## config.mk

```make
export PLATFORM = sky130hd
export DESIGN_NAME = aurora_tx_arbiter
export DESIGN_NICKNAME = d
export VERILOG_FILES = /design/src/rtl/aurora_tx_arbiter.sv
export SDC_FILE = /design/constraint.sdc
export NUM_CORES = 1
export LEC_CHECK = 0
export CAP_MARGIN = 20
export CORE_AREA = 10 10 142 144
export DETAILED_ROUTE_END_ITERATION = 6
export DIE_AREA = 0 0 152 154
export PLACE_DENSITY = 0.53
export SKIP_LAST_GASP = 1
export SLEW_MARGIN = 0
export SYNTH_ARGS = -nofsm -noshare
export SYNTH_HDL_FRONTEND = slang
export SYNTH_SLANG_ARGS = --single-unit
```

## constraint.sdc

```tcl
create_clock -name clk -period 1.82 [get_ports clk]
set_input_delay 0.364 -clock clk [delete_from_list [all_inputs] [get_ports clk]]
set_output_delay 0.364 -clock clk [all_outputs]
set_load 0.01 [all_outputs]
```

## src/rtl/aurora_tx_arbiter.sv

```systemverilog
// Packet-granular round-robin arbiter feeding one Aurora TX AXI stream from NUM_SRC sources.
// Optional mid-packet stall abort (TERM/FLUSH) is enabled by defining AURORA_TX_ARB_TIMEOUT_EN.
module aurora_tx_arbiter #(
  parameter int NUM_SRC        = 4,
  parameter int DATA_W         = 64,
  parameter int KEEP_W         = DATA_W / 8,
  parameter int TIMEOUT_CYCLES = 256
) (
  input  logic                        clk,
  input  logic                        rst,
  input  logic                        enable,
  input  logic [NUM_SRC*DATA_W-1:0]   s_tdata,
  input  logic [NUM_SRC*KEEP_W-1:0]   s_tkeep,
  input  logic [NUM_SRC-1:0]          s_tvalid,
  input  logic [NUM_SRC-1:0]          s_tlast,
  output logic [NUM_SRC-1:0]          s_tready,
  output logic [DATA_W-1:0]           o_tdata,
  output logic [KEEP_W-1:0]           o_tkeep,
  output logic                        o_tvalid,
  output logic                        o_tlast,
  input  logic                        o_tready,
  output logic [NUM_SRC-1:0]          grant,
  output logic                        busy,
  output logic                        err_timeout
);

  localparam int IDX_W = $clog2(NUM_SRC);

  if (NUM_SRC < 2 || NUM_SRC > 16 || TIMEOUT_CYCLES < 1) begin : g_bad_param
    $error("aurora_tx_arbiter: NUM_SRC must be 2..16 and TIMEOUT_CYCLES >= 1");
  end

`ifdef AURORA_TX_ARB_TIMEOUT_EN
  typedef enum logic [1:0] {IDLE, PASS, TERM, FLUSH} state_t;
  localparam int CNT_W = $clog2(TIMEOUT_CYCLES + 1);
  logic [CNT_W-1:0] stall_cnt;
  logic             err_q;
`else
  typedef enum logic {IDLE, PASS} state_t;
`endif

  state_t           state;
  logic [IDX_W-1:0] last_src;
  logic [IDX_W-1:0] next_idx;
  logic             found;

  logic [DATA_W-1:0] sel_data;
  logic [KEEP_W-1:0] sel_keep;
  logic              sel_valid;
  logic              sel_last;

  // Search starts just after the previous winner and wraps, giving strict rotation.
  always_comb begin
    int unsigned cand;
    cand     = 0;
    found    = 1'b0;
    next_idx = last_src;
    for (int unsigned i = 1; i <= NUM_SRC; i++) begin
      cand = (32'(last_src) + i) % NUM_SRC;
      if (!found && s_tvalid[cand[IDX_W-1:0]]) begin
        found    = 1'b1;
        next_idx = cand[IDX_W-1:0];
      end
    end
  end

  // One-hot grant makes an AND-OR mux; it yields all zero while idle.
  always_comb begin
    sel_data  = '0;
    sel_keep  = '0;
    sel_valid = 1'b0;
    sel_last  = 1'b0;
    for (int unsigned k = 0; k < NUM_SRC; k++) begin
      if (grant[k]) begin
        sel_data  = sel_data  | s_tdata[k*DATA_W +: DATA_W];
        sel_keep  = sel_keep  | s_tkeep[k*KEEP_W +: KEEP_W];
        sel_valid = sel_valid | s_tvalid[k];
        sel_last  = sel_last  | s_tlast[k];
      end
    end
  end

  always_comb begin
    o_tdata  = '0;
    o_tkeep  = '0;
    o_tvalid = 1'b0;
    o_tlast  = 1'b0;
    s_tready = '0;
    case (state)
      PASS: begin
        o_tdata  = sel_data;
        o_tkeep  = sel_keep;
        o_tvalid = sel_valid;
        o_tlast  = sel_last;
        s_tready = grant & {NUM_SRC{o_tready}};
      end
`ifdef AURORA_TX_ARB_TIMEOUT_EN
      TERM: begin
        o_tvalid = 1'b1;
        o_tlast  = 1'b1;
      end
      FLUSH: s_tready = grant;
`endif
      default: ;
    endcase
  end

  always_ff @(posedge clk or negedge rst) begin
    if (!rst) begin
      state    <= IDLE;
      grant    <= '0;
      last_src <= IDX_W'(NUM_SRC - 1);
`ifdef AURORA_TX_ARB_TIMEOUT_EN
      stall_cnt <= '0;
      err_q     <= 1'b0;
`endif
    end else begin
`ifdef AURORA_TX_ARB_TIMEOUT_EN
      err_q <= 1'b0;
`endif
      case (state)
        IDLE: begin
          if (enable && found) begin
            grant    <= NUM_SRC'(1) << next_idx;
            last_src <= next_idx;
            state    <= PASS;
          end
        end
        PASS: begin
          if (sel_valid && o_tready) begin
`ifdef AURORA_TX_ARB_TIMEOUT_EN
            stall_cnt <= '0;
`endif
            if (sel_last) begin
              grant <= '0;
              state <= IDLE;
            end
          end
`ifdef AURORA_TX_ARB_TIMEOUT_EN
          else if (!sel_valid) begin
            if (stall_cnt == CNT_W'(TIMEOUT_CYCLES - 1)) begin
              stall_cnt <= '0;
              err_q     <= 1'b1;
              state     <= TERM;
            end else begin
              stall_cnt <= stall_cnt + 1'b1;
            end
          end
`endif
        end
`ifdef AURORA_TX_ARB_TIMEOUT_EN
        TERM: begin
          if (o_tready) state <= FLUSH;
        end
        FLUSH: begin
          if (sel_valid && sel_last) begin
            grant <= '0;
            state <= IDLE;
          end
        end
`endif
        default: state <= IDLE;
      endcase
    end
  end

  assign busy = (state != IDLE);

`ifdef AURORA_TX_ARB_TIMEOUT_EN
  assign err_timeout = err_q;
`else
  assign err_timeout = 1'b0;
`endif

endmodule

```

# Word-level counts from Yosys, hierarchy flattened

Cells that the tools add are included.

Bits in registers: 7
Input port bits: 300
Logic and storage cells: 84

Add/sub/neg operators: 4
$lt $le $gt $ge: 4
Equality and inequality tests: 3
Shift operators: 1
Muxes and demuxes: 45
Bitwise logic cells: 14
Reductions and logical operators: 10

Operators by type and width:

| cell                  | count |
|---|---|
| $mux W64              | 5 |
| $or A64 B64 Y64       | 3 |
| $mux W8               | 5 |
| $or A8 B8 Y8          | 3 |
| $mux W1               | 21 |
| $mux W4               | 4 |
| $lt A2 B3 Y1 const B  | 4 |
| $bmux W1 S2           | 4 |
| $mux W2               | 4 |
| $pmux W4 S2           | 1 |
| $or A1 B1 Y1          | 6 |
| $logic_and A1 B1 Y1   | 5 |
| $add A2 B1 Y2 const B | 2 |
| $add A2 B2 Y2 const B | 2 |
| $and A4 B4 Y4         | 1 |
| $ne A2 B1 Y1 const B  | 2 |
| $shl A1 B2 Y4 const A | 1 |
| $logic_not A1 Y1      | 3 |
| $reduce_and A3 Y1     | 1 |
| $ne A2 B2 Y1 const B  | 1 |
| $pmux W1 S2           | 1 |
| $reduce_and A2 Y1     | 1 |
| $not A1 Y1            | 1 |

# Longest topological paths before layout

Word-level depth: 16
Gate-level depth with buffers: 5
Mapped depth without buffers: 4

# Worst setup path after synthesis

No wires, ideal clock.

Path type: register to output
Start point: reg grant[0]
End point: out o_tdata[24]
Arrival time: 1.261 ns
Data required time: 1.456 ns
Path slack: 0.195 ns
Stages on the path, launching flop included: 5
Buffers on the path: 2
Cell sequence: dfrtp_1 > buf_2 > buf_1 > a22oi_1 > a21oi_1

Word-level cells in the longest chain between the ends: 8

RTL lines:

| item                     | RTL line | source |
|---|---|---|
| start: declaration       | 22       | `output logic [NUM_SRC-1:0] grant,` |
| start signal: assignment | 124      | `grant <= NUM_SRC'(1) << next_idx;` |
| $mux W64 *               | 74       | `if (grant[k]) begin` |
| $or A64 B64 Y64          | 75       | `sel_data = sel_data \| s_tdata[k*DATA_W +: DATA_W];` |
| $mux W64 *               | 74       |  |
| $or A64 B64 Y64          | 75       |  |
| $mux W64 *               | 74       |  |
| $or A64 B64 Y64          | 75       |  |
| $mux W64 *               | 74       |  |
| $mux W64 *               | 89       | `case (state)` |
| end: declaration         | 17       | `output logic [DATA_W-1:0] o_tdata,` |

Every way passes the cells marked *; elsewhere a longest branch is shown, timed or not.

# Worst setup path after layout

Start point: reg grant[0]
End point: out o_tdata[21]

The elaborated chain is that of the path after synthesis.

==> results.py <==
metrics = {
    "floorplanning": {
        "start_util_pct": 12.2,
        "rows": 48,
        "num_io_pins": 384,
        "die_w_um": 152,
        "core_sq_um": 17200,
        "dieArea_sq_um": 23400,
        "die-height_um": 154,
    },
    "timing": {
        "period_share_pct": 104,
        "rsz0062_at_grt": "true",
        "setup_slack_ps": -64.5,
        "setup_viol": 9,
        "drv_slew": 0,
        "hold_viol": 0,
        "finClkSkew_ps": 1.59,
        "min_period_ps": 1880,
        "fin_tns_setup_ps": -298,
        "fmax_ghz": 0.531,
    },
    "setup_path": {
        "cp-start-kind": "flop",
        "cp.arrival_ps": 1520,
        "critPathKind": "flop to output port",
        "crit_required_ps": 1460,
        "endpoint_kind": "output port",
        "crit_path_max_fanout": 6,
    },
    "clock_tree": {
        "clk_transition_reported_paths_ps": 40,
        "cts_num_sinks": 7,
        "cts_hold_buf": 0,
        "clk_root_buffer_cell": "clkbuf_16",
        "cts_tree": "built",
        "cts_buffers": 3,
        "clk_latency_ps": 230,
        "h-tree-depth": 1,
        "clock_path_buffers": 2,
    },
    "power_and_ir_drop": {
        "p_comb_share_pct": 88.5,
        "p_leak_nw": 2.64,
        "p_seq_share_pct": 5.4,
        "ir_worst_vdd_v": 0.000399,
        "p_clk_share_pct": 6.1,
        "p_int_mw": 3.29,
        "p_per_area_nw_per_um2": 865,
        "swShare_pct": 46.0,
        "switching_power_mw": 2.80,
    },
    "grt": {
        "antenna_found_initial": 1,
        "grt_max_degree": 40,
        "grt_pass1_wl_mm": 31.1,
        "grt_usage_pct": 16.5,
        "overflow": 0,
        "grt_pass1_vias": 5129,
    },
    "finish": {
        "mostFrequentLayoutCell": "clkdlybuf4s50_1",
        "nets": 1025,
        "final_core_util_pct": 41.0,
        "drive_above_1_share_pct": 35.5,
        "fillers": 1682,
        "area_growth_pct": 236,
        "final_cell_mix": "clkdlybuf4s50_1 (300), a22oi_2 (78), a22oi_1 (70)",
    },
    "routing": {
        "routedWlPerCell_um": 22.8,
        "routed_wl_mm": 21.7,
        "drcViolationCount": 0,
        "dr.first_iter.drc_count": 150,
        "drtPass1Iterations": 4,
        "antenna_left": 0,
        "vias": 4577,
        "routed_via_density": 4.82,
    },
    "outcome": {
        "status": "finished with violations",
        "violations": "setup timing",
    },
    "logic_synthesis": {
        "ys_types": 29,
        "synth_nets": 605,
        "syn-cell-area_sq_um": 2090,
        "avgSynthCellArea_sq_um": 6.87,
        "synth_cells": 305,
        "synth_warnings": 0,
        "ys_ff_latch": 7,
        "seq_area_frac_synth_pct": 8.48,
    },
    "placement": {
        "port_buffers": 382,
        "dpl.hpwl_mm": 16.9,
        "globalplace.congestion": 0.884,
    },
    "run": {
        "maxCapViolCount": 0,
    },
    "min_path": {
        "min_path_type": "primary input to asynchronous set/reset pin",
    },
}
[synth_stat cells]
library cell | number | share of area (%)
clkbuf_1 | 13 | 2.3
o41ai_2 | 1 | 0.78
nor2_2 | 2 | 0.60
o31ai_1 | 1 | 0.36
o31a_1 | 1 | 0.42
and3_1 | 4 | 1.2
or3_4 | 1 | 0.54
nand2b_1 | 1 | 0.30
nor3b_1 | 1 | 0.36
a22oi_1 | 148 | 53
a32o_2 | 2 | 1.1
o21a_1 | 1 | 0.36
a21oi_1 | 78 | 19
buf_4 | 1 | 0.36
nor2b_1 | 1 | 0.30
a221oi_2 | 1 | 0.72
nor2_1 | 2 | 0.36
nand2_1 | 4 | 0.72
buf_1 | 9 | 1.6
buf_2 | 18 | 4.3
and3b_2 | 1 | 0.48
o2bb2ai_1 | 2 | 0.84
dfstp_2 | 2 | 2.5
inv_2 | 1 | 0.18
conb_1 | 1 | 0.18
buf_6 | 1 | 0.54
dfrtp_1 | 5 | 6.0
mux2i_1 | 1 | 0.48
nor3_2 | 1 | 0.48
[power groups by stage]
stage | registers [mW] | logic (mW) | clock network, mW
after floorplan | 0.284 | 2.08 | 0
after CTS | 0.332 | 5.25 | 0.378
final | 0.330 | 5.39 | 0.372
after global placement | 0.318 | 5.31 | 0
after global routing | 0.343 | 5.80 | 0.389
after detailed placement | 0.322 | 5.33 | 0
[metrics by stage]
step / cell area [sq um] / cells / setup slack [ps] / hold WS [ps] / power, mW
after global placement: 6530 / 912 / -409 / 516 / 5.63
after detailed placement: 6530 / 912 / -395 / 534 / 5.66
after floorplan: 2090 / 305 / 195 / 68.4 / 2.36
after CTS: 6860 / 945 / -238 / 420 / 5.96
after global routing: 7040 / 950 / -111 / 430 / 6.53
final: 7040 / 950 / -64.5 / 394 / 6.09
[timing repair]
item / CTS / global route
pin swaps: 5 / 17
endpoints found under the setup margin: 81 / 70
setup buffers: 26 / 8
gates cloned: 3 / 2
gates resized for setup: 263 / 130
[cell families after synthesis]
logic type      Yosys count  share of synthesized area [%]
flops                     7                           8.48
compound gates          235                           76.2
simple gates             18                           5.32
mux                       1                          0.478
other cells               1                          0.179
buf+inv                  43                           9.32
[final timing paths]
path	start	to	slack [ps]	cells after the start
max in group asynchronous	rst	last_src[0]$_DFFE_PN1P_	1140	1
max reg2reg	grant[3]$_DFFE_PN0P_	grant[0]$_DFFE_PN0P_	130	6
min reg2reg	last_src[0]$_DFFE_PN1P_	last_src[0]$_DFFE_PN1P_	540	2
min	rst	busy$_DFF_PN0_	390	1
min in group clk	last_src[0]$_DFFE_PN1P_	last_src[0]$_DFFE_PN1P_	540	2
max	grant[0]$_DFFE_PN0P_	o_tdata[21]	-60	6
[critical path: stages, from the launching register on]
cell     delay, ps
dfrtp_2        460
buf_12         160
buf_8          120
buf_8          120
a22oi_2        190
a21oi_2         80
buf_2          150
[flip-flops by register name, indices dropped and copies added, names as in the netlist]
signal and count:
busy 1, last_src 2, grant 4
[metal layers]
metal	up-vias	routed length, um	GRT usage [%]
met5	-	0	0
met4	0	412	4.72
met3	24	1630	5.08
met2	248	11300	30.6
met1	2184	8350	17.5
li1	2121	-	-
[cell type report]
class                   instances  area (sq um)  area share, %
multi-input cells             255          2150           30.6
inverters                       1          3.75         0.0533
repair buffers                457          4340           61.6
flip-flops and latches          7           183           2.59
diodes                          1          2.50         0.0355
clock buffers                   4          78.8           1.12
well taps                     225           282           4.00
No activity file was read; power rests on OpenSTA's default activity.
